[config.mk]
export PLATFORM = sky130hd
export DESIGN_NAME = flit_distributor
export DESIGN_NICKNAME = d
export VERILOG_FILES = /design/src/rtl/flit_distributor.sv
export SDC_FILE = /design/constraint.sdc
export NUM_CORES = 1
export LEC_CHECK = 0
export BUFFER_PORTS_ARGS = -buffer_cell sky130_fd_sc_hd__clkbuf_2
export CORE_UTILIZATION = 48
export CTS_CLUSTER_SIZE = 16
export DETAILED_ROUTE_END_ITERATION = 10
export GPL_TIMING_DRIVEN = 0
export PLACE_DENSITY = 0.78
export SLEW_MARGIN = 5
export SYNTH_ARGS = -nofsm -noshare
export SYNTH_HDL_FRONTEND = slang
export SYNTH_SLANG_ARGS = --single-unit
[constraint.sdc]
create_clock -name clk -period 3.4 [get_ports clk]
set_input_delay 0.17 -clock clk [delete_from_list [all_inputs] [get_ports clk]]
set_output_delay 0.17 -clock clk [all_outputs]
set_load 0.1 [all_outputs]
[src/rtl/flit_distributor.sv]
// Wormhole 1-to-N flit distributor: a 2-entry input queue feeds a lane-locking FSM.
// Optional DISTRIB_ERR_CHECK_EN macro enables out-of-range packet dropping and a sticky err flag.
module flit_distributor #(
    parameter int                    FLIT_SIZE   = 32,
    parameter int                    HEADER_LEN  = 2,
    parameter logic [HEADER_LEN-1:0] HEAD_FLIT   = 2'b00,
    parameter logic [HEADER_LEN-1:0] BODY_FLIT   = 2'b01,
    parameter logic [HEADER_LEN-1:0] TAIL_FLIT   = 2'b10,
    parameter logic [HEADER_LEN-1:0] SINGLE_FLIT = 2'b11,
    parameter int                    N           = 3,
    parameter int                    PORT_LEN    = 2,
    parameter int                    PORT_POS    = FLIT_SIZE - HEADER_LEN - 1
) (
    input  logic                   clk,
    input  logic                   rst,
    input  logic [FLIT_SIZE-1:0]   in,
    input  logic                   in_valid,
    output logic                   in_avail,
    output logic [FLIT_SIZE*N-1:0] out,
    output logic [N-1:0]           out_valid,
    input  logic [N-1:0]           out_avail,
    output logic                   err
);

`ifdef DISTRIB_ERR_CHECK_EN
    localparam bit ERR_CHECK = 1'b1;
`else
    localparam bit ERR_CHECK = 1'b0;
`endif

    localparam logic [PORT_LEN-1:0] LAST_LANE = PORT_LEN'(N - 1);

    typedef enum logic [1:0] {IDLE, LOCKED, DROP} state_e;

    state_e                state_q, state_d;
    logic [FLIT_SIZE-1:0]  mem_q [2];
    logic [FLIT_SIZE-1:0]  mem_d [2];
    logic                  rd_ptr_q, rd_ptr_d;
    logic                  wr_ptr_q, wr_ptr_d;
    logic [1:0]            count_q, count_d;
    logic [PORT_LEN-1:0]   lock_q, lock_d;
    logic                  err_q, err_d;

    logic                  full, empty, push, pop;
    logic [FLIT_SIZE-1:0]  head;
    logic [HEADER_LEN-1:0] head_type;
    logic [PORT_LEN-1:0]   head_port, tgt;
    logic                  is_start, is_tail, port_oor;
    logic [N-1:0]          valid;

    assign full      = (count_q == 2'd2);
    assign empty     = (count_q == 2'd0);
    assign in_avail  = ~full;
    assign push      = in_valid && !full;

    assign head      = mem_q[rd_ptr_q];
    assign head_type = head[FLIT_SIZE-1 -: HEADER_LEN];
    assign head_port = head[PORT_POS -: PORT_LEN];
    assign is_start  = (head_type == HEAD_FLIT) || (head_type == SINGLE_FLIT);
    assign is_tail   = (head_type == TAIL_FLIT);
    assign port_oor  = int'(head_port) >= N;
    assign tgt       = port_oor ? LAST_LANE : head_port;

    assign out       = {N{head}};
    assign out_valid = valid;
    assign err       = err_q;

    // NOTE: every signal written here gets a default first, so no path leaves it unassigned (no latch).
    always_comb begin
        state_d = state_q;
        lock_d  = lock_q;
        err_d   = err_q;
        pop     = 1'b0;
        valid   = '0;

        if (!rst && !empty) begin
            unique case (state_q)
                IDLE: begin
                    if (!is_start) begin
                        pop = 1'b1;
                        if (ERR_CHECK) err_d = 1'b1;
                    end else if (ERR_CHECK && port_oor) begin
                        pop   = 1'b1;
                        err_d = 1'b1;
                        if (head_type == HEAD_FLIT) state_d = DROP;
                    end else if (out_avail[tgt]) begin
                        valid[tgt] = 1'b1;
                        pop        = 1'b1;
                        if (head_type == HEAD_FLIT) begin
                            state_d = LOCKED;
                            lock_d  = tgt;
                        end
                    end
                end
                LOCKED: begin
                    if (ERR_CHECK && is_start) err_d = 1'b1;
                    if (out_avail[lock_q]) begin
                        valid[lock_q] = 1'b1;
                        pop           = 1'b1;
                        if (is_tail) state_d = IDLE;
                    end
                end
                DROP: begin
                    pop = 1'b1;
                    if (is_tail) state_d = IDLE;
                end
                default: state_d = IDLE;
            endcase
        end

        mem_d = mem_q;
        if (push) mem_d[wr_ptr_q] = in;
        wr_ptr_d = push ? ~wr_ptr_q : wr_ptr_q;
        rd_ptr_d = pop  ? ~rd_ptr_q : rd_ptr_q;
        count_d  = count_q + 2'(push) - 2'(pop);
    end

    // NOTE: sequential state is updated with non-blocking assignments so all flops sample together.
    always_ff @(posedge clk) begin
        if (rst) begin
            state_q  <= IDLE;
            rd_ptr_q <= 1'b0;
            wr_ptr_q <= 1'b0;
            count_q  <= 2'd0;
            lock_q   <= '0;
            err_q    <= 1'b0;
        end else begin
            state_q  <= state_d;
            rd_ptr_q <= rd_ptr_d;
            wr_ptr_q <= wr_ptr_d;
            count_q  <= count_d;
            lock_q   <= lock_d;
            err_q    <= err_d;
        end
    end

    // NOTE: queue storage is not reset; count_q alone decides which entries are meaningful.
    always_ff @(posedge clk) begin
        mem_q <= mem_d;
    end

endmodule

==> impl_metrics.tcl, run 1 <==
set metrics [dict create \
    grtUsageTotal 0.178 \
    crit_path_start_kind "flip-flop" \
    die-area_sq_mm 0.00725 \
    first_pass_iters 4 \
    diodes 0 \
    setup_tns_ps 0 \
    grt_overflow_total 0 \
    path_max_fanout 16 \
    synth_nets 276 \
    hold_viol_final 0 \
    yosysUniqueCellTypes 31 \
    worstSetupEndpointType "output port" \
    grt_max_degree 33 \
    worstPathCellList "buf_4, mux2i_1, ha_1, nor3_1, a31oi_1, nor2_1, clkbuf_2" \
    place_congestion 0.839 \
    core_sq_mm 0.00649 \
    root_buffer "clkbuf_8" \
    antenna_found_initial 0 \
    dieHeight_microns 85.1 \
    htreeDepth 3 \
    setup_viol 0 \
    maxCapViolations 0 \
    crit_slowest_cell "clkbuf_2" \
    required_ps 3230 \
    cts_setup_buffers 0 \
    cts_buffer_depth 2 \
    fillers 458 \
    worst_pin_slew_ps 781 \
    drive_gt1_frac 0.635 \
    hold_ws_ps 24.7 \
    portBuffers 137 \
    syn2layout_area_growth_pct 32.4 \
    start_util 0.511 \
    worst_slack_ps 621 \
    std_cell_rows 29 \
    grt_pass1_vias 2101 \
    pre_cts_slack_ps 199 \
    die-width_microns 85.1 \
    viasPerCell 4.67 \
    clk_pin_slew_worst_paths_ps 70 \
    slew_viol_final 0 \
    period_needed_ps 2780 \
    cts.sinks 71 \
    ys_seq_area_frac 0.622 \
    rsz0062_at_grt "false" \
    final_cell_count_no_fill 471 \
    grt_pass1_wl_microns 9580 \
    period_share 0.817 \
    path_class "reg -> out" \
    cts_buffers 9 \
    clock.fmax_ghz 0.360 \
    post-dp-hpwl_microns 4550 \
    synth.avg_cell_area_sq_um 14.2 \
    skew_ps 6.92 \
    syn_inst 233 \
    yosysTopAreaCell "edfxtp_1" \
    drt_first_iter_violations 81 \
    worstHoldPathType "in -> reg" \
    syn_area_sq_mm 0.00332 \
    wire_per_inst_microns 13.1 \
    cp_slowest_stage_delay_ps 460 \
    arrival_ps 2610 \
    wirelength_microns 6190 \
    ys_seq_elements 71 \
    drc 0 \
    cts_resized 0 \
    place_inst 448 \
    r2r_cells 10 \
    via_count 2201 \
    status "complete, no violations" \
    synth_top_area_frac 0.579 \
    relSlewSlack 0.479 \
    layout_common_cells "clkbuf_2 (137), buf_4 (66), edfxtp_1 (64)" \
    clock_latency_ps 330 \
    yosys-top-cells-area "edfxtp_1 (58%), buf_4 (15%), mux2_2 (9.8%), dfxtp_1 (4.2%), ha_1 (1.9%)" \
    hold_depth 1 \
    final_common_cell "clkbuf_2" \
    postRouteAntennaNets 0 \
    final_net_count 432 \
    cts_tree "yes" \
    io-pin-count 139 \
    yosys_warnings 0 \
]
area by class of cell:
type | instances | area (sq um) | share of cell area
sequential | 71 | 2060 | 0.469
clock inverter | 4 | 46.3 | 0.0105
timing repair buffer | 146 | 793 | 0.181
multi-input combinational | 86 | 731 | 0.166
clock buffer | 12 | 135 | 0.0308
inverter | 7 | 26.3 | 0.00598
tap | 77 | 96.3 | 0.0219
buffer | 68 | 503 | 0.114
stage by stage:
| stage | instance area [sq um] | util |
|---|---|---|
| after floorplan | 3320 | - |
| after global placement | 4100 | 0.631 |
| after detailed placement | 4140 | 0.637 |
| after CTS | 4350 | 0.669 |
| after global routing | 4390 | 0.676 |
| final | 4390 | 0.676 |
cell families after synthesis:
group,Yosys count,synth area share
xor gates and xnor gates,3,0.00792
DFF,71,0.622
other,1,0.00113
AOI/OAI and AO/OA,13,0.0272
buffers and inverters,76,0.161
muxes,35,0.118
adders and majority gates,5,0.0189
and+or+nand+nor,29,0.0445
repair_timing:
action / in CTS / in global routing
endpoints found under the setup margin: 0 / 4
hold buffers: 3 / 5
endpoints found under the hold margin: 6 / 9
flip-flops by register name, indices dropped and copies added, names as in the netlist:
signal / count
mem_q: 64
state_q: 1
count_q: 2
wr_ptr_q: 1
rd_ptr_q: 1
lock_q: 2
routing by layer:
layer  GRT usage  vias to the layer above  part of all wire
met3      0.0710                        4             0.060
met2       0.315                       89              0.53
met4      0.0601                        0            0.0084
li1            -                     1075                 -
met5           0                        -                 0
met1       0.194                     1033              0.40
critical path: cells and delay by family, from the launching register on:
family,cells,cell delay [ps]
adders and majority gates,1,330
muxes,1,390
buffers and inverters,2,700
DFF,1,310
and+or+nand+nor,2,420
AOI/OAI and AO/OA,1,130
worst paths after layout:
kind	startpoint	end	slack, ps
max	rd_ptr_q$_SDFFE_PP0P_	out_valid[0]	620
min	in[3]	mem_q[3]$_DFFE_PP_	20
max reg2reg	rd_ptr_q$_SDFFE_PP0P_	count_q[1]$_SDFF_PP0_	690
min reg2reg	lock_q[0]$_SDFFE_PP0P_	lock_q[0]$_SDFFE_PP0P_	560
cell usage after synthesis, drive strengths merged:
cell	n
nor3b	1
a221oi	1
nand3b	1
mux2i	5
inv	7
or4	1
buf	66
a32oi	1
and3	2
nor2	7
a31oi	2
nand2	7
conb	1
xnor2	1
o21ai	4
ha	5
nor2b	4
a2111o	1
nand2b	3
or2	1
xor2	2
a21oi	2
clkbuf	3
o21ba	1
nand3	1
dfxtp	7
o221ai	1
mux2	30
edfxtp	64
nor3	1
Power of run 1 is left out: the tool's default activity adds up to more than one toggle a clock period on the data nets, which glitch-free logic cannot reach.
==> run 2: changes to the inputs <==
clock period = 2.6 ns   (was 3.4 ns; I/O delays follow)
==> run 2 against run 1 <==
  * Wire length is 3.1% higher
  * Flip-flop and latch count unchanged
  * First-iteration DRC count down 23%
  * Clock skew hardly changed
  * Count of clock-buffer cells in the layout did not move
  * Non-clock buffer count rose by 22
  * Critical endpoint is now out[49]
==> impl_metrics.tcl, run 2 (synthesis results as in run 1) <==
set metrics [dict create \
    arrival_ps 2320 \
    r2r_cells 10 \
    portBuffers 137 \
    grtUsageTotal 0.182 \
    pre_cts_slack_ps -233 \
    core_sq_mm 0.00649 \
    worst_pin_slew_ps 930 \
    viasPerCell 4.65 \
    placed_area_sq_mm 0.00414 \
    drt_first_iter_violations 62 \
    io-pin-count 139 \
    drc 0 \
    final_common_cell "clkbuf_2" \
    cts_buffers 9 \
    setup_viol 0 \
    wirelength_microns 6380 \
    design_area_sq_mm 0.00470 \
    syn2layout_area_growth_pct 41.6 \
    std_cell_rows 29 \
    post-dp-hpwl_microns 4260 \
    fillers 436 \
    slew_viol_final 0 \
    hp-start "in[20]" \
    worstSetupEndpointType "output port" \
    drive_gt1_frac 0.623 \
    hold_ws_ps 30.7 \
    place_congestion 0.826 \
    top_regs "mem_q: 64 flops, count_q: 2 flops, lock_q: 2 flops" \
    grt_max_degree 33 \
    first_pass_iters 4 \
    cts.sinks 71 \
    htreeDepth 3 \
    reg2reg_slack_ps 190 \
    grt_overflow_total 0 \
    required_ps 2470 \
    crit_path_start_kind "flip-flop" \
    clock_latency_ps 330 \
    maxCapViolations 0 \
    relSlewSlack 0.378 \
    start_util 0.511 \
    hold_path_end "mem_q[52]$_DFFE_PP_" \
    period_share 0.944 \
    skew_ps 6.66 \
    root_buffer "clkbuf_8" \
    path_class "reg -> out" \
    worst_slack_ps 146 \
    cts_buffer_depth 2 \
    postRouteAntennaNets 0 \
    startpoint "rd_ptr_q$_SDFFE_PP0P_" \
    largest_reg_flops 64 \
    largest_register "mem_q" \
    reg2reg_from "rd_ptr_q$_SDFFE_PP0P_" \
    hold_viol_final 0 \
    antenna_found_initial 1 \
    die-width_microns 85.1 \
    worstHoldPathType "in -> reg" \
    path_max_fanout 16 \
    clk_pin_slew_worst_paths_ps 70 \
    reg2reg_to "count_q[1]$_SDFF_PP0_" \
    layout_common_cells "clkbuf_2 (134), buf_4 (68), edfxtp_1 (64)" \
    status "complete, no violations" \
    via_count 2295 \
    final_net_count 454 \
    dieHeight_microns 85.1 \
    hold_depth 1 \
    wire_per_inst_microns 12.9 \
    grt_pass1_wl_microns 10100 \
    die-area_sq_mm 0.00725 \
    clock.fmax_ghz 0.408 \
    period_needed_ps 2450 \
    cts_setup_buffers 0 \
    cts_tree "yes" \
    setup_tns_ps 0 \
    grt_pass1_vias 2207 \
]
-- run 2: changes by cell type in the layout (fill, tap and decap cells not counted), sizes merged --
cell / previous run / this run
buf: 67 / 68
bufinv: 1 / 2
clkbuf: 151 / 149
diode: 0 / 1
dlygate4sd3: 8 / 31
inv: 7 / 6
-- run 2: critical path: stages (launching register included) --
cell and delay, ps:
dfxtp_1 310, buf_4 260, clkbuf_1 490, mux2_2 430, buf_4 140, clkbuf_2 360
-- run 2: how the worst max path moves through the flow --
stage / endpoint / slack, ps / cells after the start
after global routing: count_q[1]$_SDFF_PP0_ / -0.09 / 10
after global placement: count_q[0]$_SDFF_PP0_ / -200 / 10
final: out[49] / 150 / 5
after detailed placement: count_q[0]$_SDFF_PP0_ / -230 / 10
after CTS: out_valid[0] / 50 / 7
after floorplan: count_q[0]$_SDFF_PP0_ / 30 / 9
-- run 2: per-stage QoR --
step / util / std cells
global route: 0.723 / 494
CTS: 0.719 / 493
global placement: 0.637 / 447
detailed placement: 0.637 / 447
finish: 0.723 / 494
floorplan: - / 233
-- run 2: layout make-up --
cell class	instances	area [sq um]	share of cell area
plain buffers	68	503	0.107
diodes	1	2.50	0.000533
well taps	77	96.3	0.0205
inverters	7	30.0	0.00639
repair buffers	168	1000	0.214
multi-input cells	86	796	0.169
clock buffers	12	135	0.0288
flip-flops and latches	71	2060	0.439
clock inverters	4	70.1	0.0149
-- run 2: per-layer routing --
| layer | vias to the layer above | routed length, microns | part of all wire | track usage |
|---|---|---|---|---|
| met3 | 8 | 380 | 0.060 | 0.0409 |
| met2 | 101 | 3350 | 0.53 | 0.333 |
| met4 | 0 | 89 | 0.014 | 0.0786 |
| met1 | 1064 | 2560 | 0.40 | 0.204 |
| li1 | 1122 | - | - | - |
| met5 | - | 0 | 0 | 0 |
-- run 2: repair_timing --
action / CTS / global route
cloned: 0 / 0
setup endpoints to repair: 5 / 4
hold buffers: 31 / 0
resized for setup: 5 / 6
endpoints found under the hold margin: 62 / 0
Power of run 2 is left out for the same reason.
==> run 3: changes to the inputs <==
GPL_TIMING_DRIVEN = default   (was 0)
==> run 3 against run 2 <==
  * Core utilization fell by 6.1 points
  * Die area did not move
  * Critical endpoint is now count_q[0]$_SDFF_PP0_
  * Highest routed layer unchanged
  * Clock skew fell by 1.4 ps
==> impl_metrics.tcl, run 3 (synthesis results as in run 1) <==
set metrics [dict create \
    dieHeight_microns 85.1 \
    worst_slack_ps 292 \
    largest_reg_flops 64 \
    hp-start "rst" \
    worstHoldPathType "in -> reg" \
    wire_per_inst_microns 13.6 \
    top_regs "mem_q: 64 flops, count_q: 2 flops, lock_q: 2 flops" \
    via_count 2068 \
    r2r_cells 8 \
    drt_first_iter_violations 52 \
    antenna_found_initial 0 \
    maxCapViolations 0 \
    setup_tns_ps 0 \
    cts_tree "yes" \
    htreeDepth 3 \
    arrival_ps 2530 \
    grt_pass1_wl_microns 9180 \
    cts_setup_buffers 0 \
    worstSetupEndpointType "flip-flop" \
    die-width_microns 85.1 \
    root_buffer "clkbuf_8" \
    reg2reg_slack_ps 290 \
    io-pin-count 139 \
    post-dp-hpwl_microns 3840 \
    grt_overflow_total 0 \
    clock.fmax_ghz 0.433 \
    final_net_count 393 \
    slew_viol_final 0 \
    pre_cts_slack_ps 291 \
    grtUsageTotal 0.169 \
    path_class "reg -> reg" \
    cts_buffer_depth 2 \
    start_util 0.511 \
    portBuffers 137 \
    final_common_cell "clkbuf_2" \
    skew_ps 5.30 \
    drive_gt1_frac 0.555 \
    viasPerCell 4.79 \
    std_cell_rows 29 \
    hold_depth 2 \
    path_max_fanout 8 \
    reg2reg_from "rd_ptr_q$_SDFFE_PP0P_" \
    place_congestion 0.865 \
    first_pass_iters 4 \
    syn2layout_area_growth_pct 29.7 \
    reg2reg_to "count_q[0]$_SDFF_PP0_" \
    setup_viol 0 \
    hold_viol_final 0 \
    worst_pin_slew_ps 558 \
    grt_max_degree 32 \
    period_share 0.888 \
    drc 0 \
    crit_path_start_kind "flip-flop" \
    required_ps 2820 \
    diodes 0 \
    cts_buffers 9 \
    fillers 490 \
    largest_register "mem_q" \
    hold_path_end "wr_ptr_q$_SDFFE_PP0P_" \
    cts.sinks 71 \
    layout_common_cells "clkbuf_2 (134), edfxtp_1 (64), dlygate4sd3_1 (32)" \
    wirelength_microns 5880 \
    startpoint "rd_ptr_q$_SDFFE_PP0P_" \
    grt_pass1_vias 1952 \
    period_needed_ps 2310 \
    die-area_sq_mm 0.00725 \
    clock_latency_ps 330 \
    clk_pin_slew_worst_paths_ps 70 \
    rsz0062_at_grt "false" \
    hold_ws_ps 86.9 \
    status "complete, no violations" \
    postRouteAntennaNets 0 \
    relSlewSlack 0.630 \
    core_sq_mm 0.00649 \
]
==> run 3: cell types whose count changed in the layout (fill, tap and decap cells not counted), moves of 2 or more <==
cell,previous run,this run
bufinv_16,2,4
buf_12,0,3
mux2i_1,2,4
clkbuf_1,5,1
buf_4,68,6
mux2i_4,2,0
clkinv_2,2,0
==> run 3: worst max path at each step <==
stage | end | slack [ps] | cells after the start
2_1_floorplan | count_q[0]$_SDFF_PP0_ | 30 | 9
3_3_place_gp | count_q[0]$_SDFF_PP0_ | 360 | 8
3_5_place_dp | count_q[0]$_SDFF_PP0_ | 290 | 8
4_1_cts | count_q[0]$_SDFF_PP0_ | 260 | 8
5_1_grt | count_q[0]$_SDFF_PP0_ | 150 | 8
6_report | count_q[0]$_SDFF_PP0_ | 290 | 8
==> run 3: metrics by stage <==
step | util | std cells | cell area [sq um]
final | 0.662 | 432 | 4300
after global routing | 0.662 | 432 | 4300
after CTS | 0.662 | 432 | 4300
after detailed placement | 0.573 | 384 | 3720
after global placement | 0.573 | 384 | 3720
after floorplan | - | 233 | 3360
==> run 3: layout make-up <==
class,count,area (sq um),area share
multi-input combinational,86,757,0.176
sequential,71,2060,0.479
clock buffer,10,128,0.0297
inverter,7,30.0,0.00698
tap,77,96.3,0.0224
timing repair buffer,175,1100,0.255
clock inverter,6,133,0.0308
==> run 3: worst max-delay path, cell delays in order (launching register included) <==
cell and delay (ps):
dfxtp_2 440, mux2i_1 330, ha_1 320, nor3_2 240, a221oi_1 160, ha_1 300, inv_1 40, ha_1 250
nor2b_1 120
==> run 3: metal layers <==
layer / share of wire / global-route usage / up-vias
met5: 0 / 0 / -
met4: 0.019 / 0.0832 / 0
met3: 0.059 / 0.0389 / 10
met2: 0.50 / 0.292 / 92
met1: 0.42 / 0.199 / 963
li1: - / - / 1003
==> run 3: what timing repair did <==
item                                    4_1_cts  5_1_grt
endpoints found under the setup margin        0        0
hold buffers                                 32        0
hold endpoints to repair                     64        0
resized for setup                             0        0
Power of run 3 is left out for the same reason.
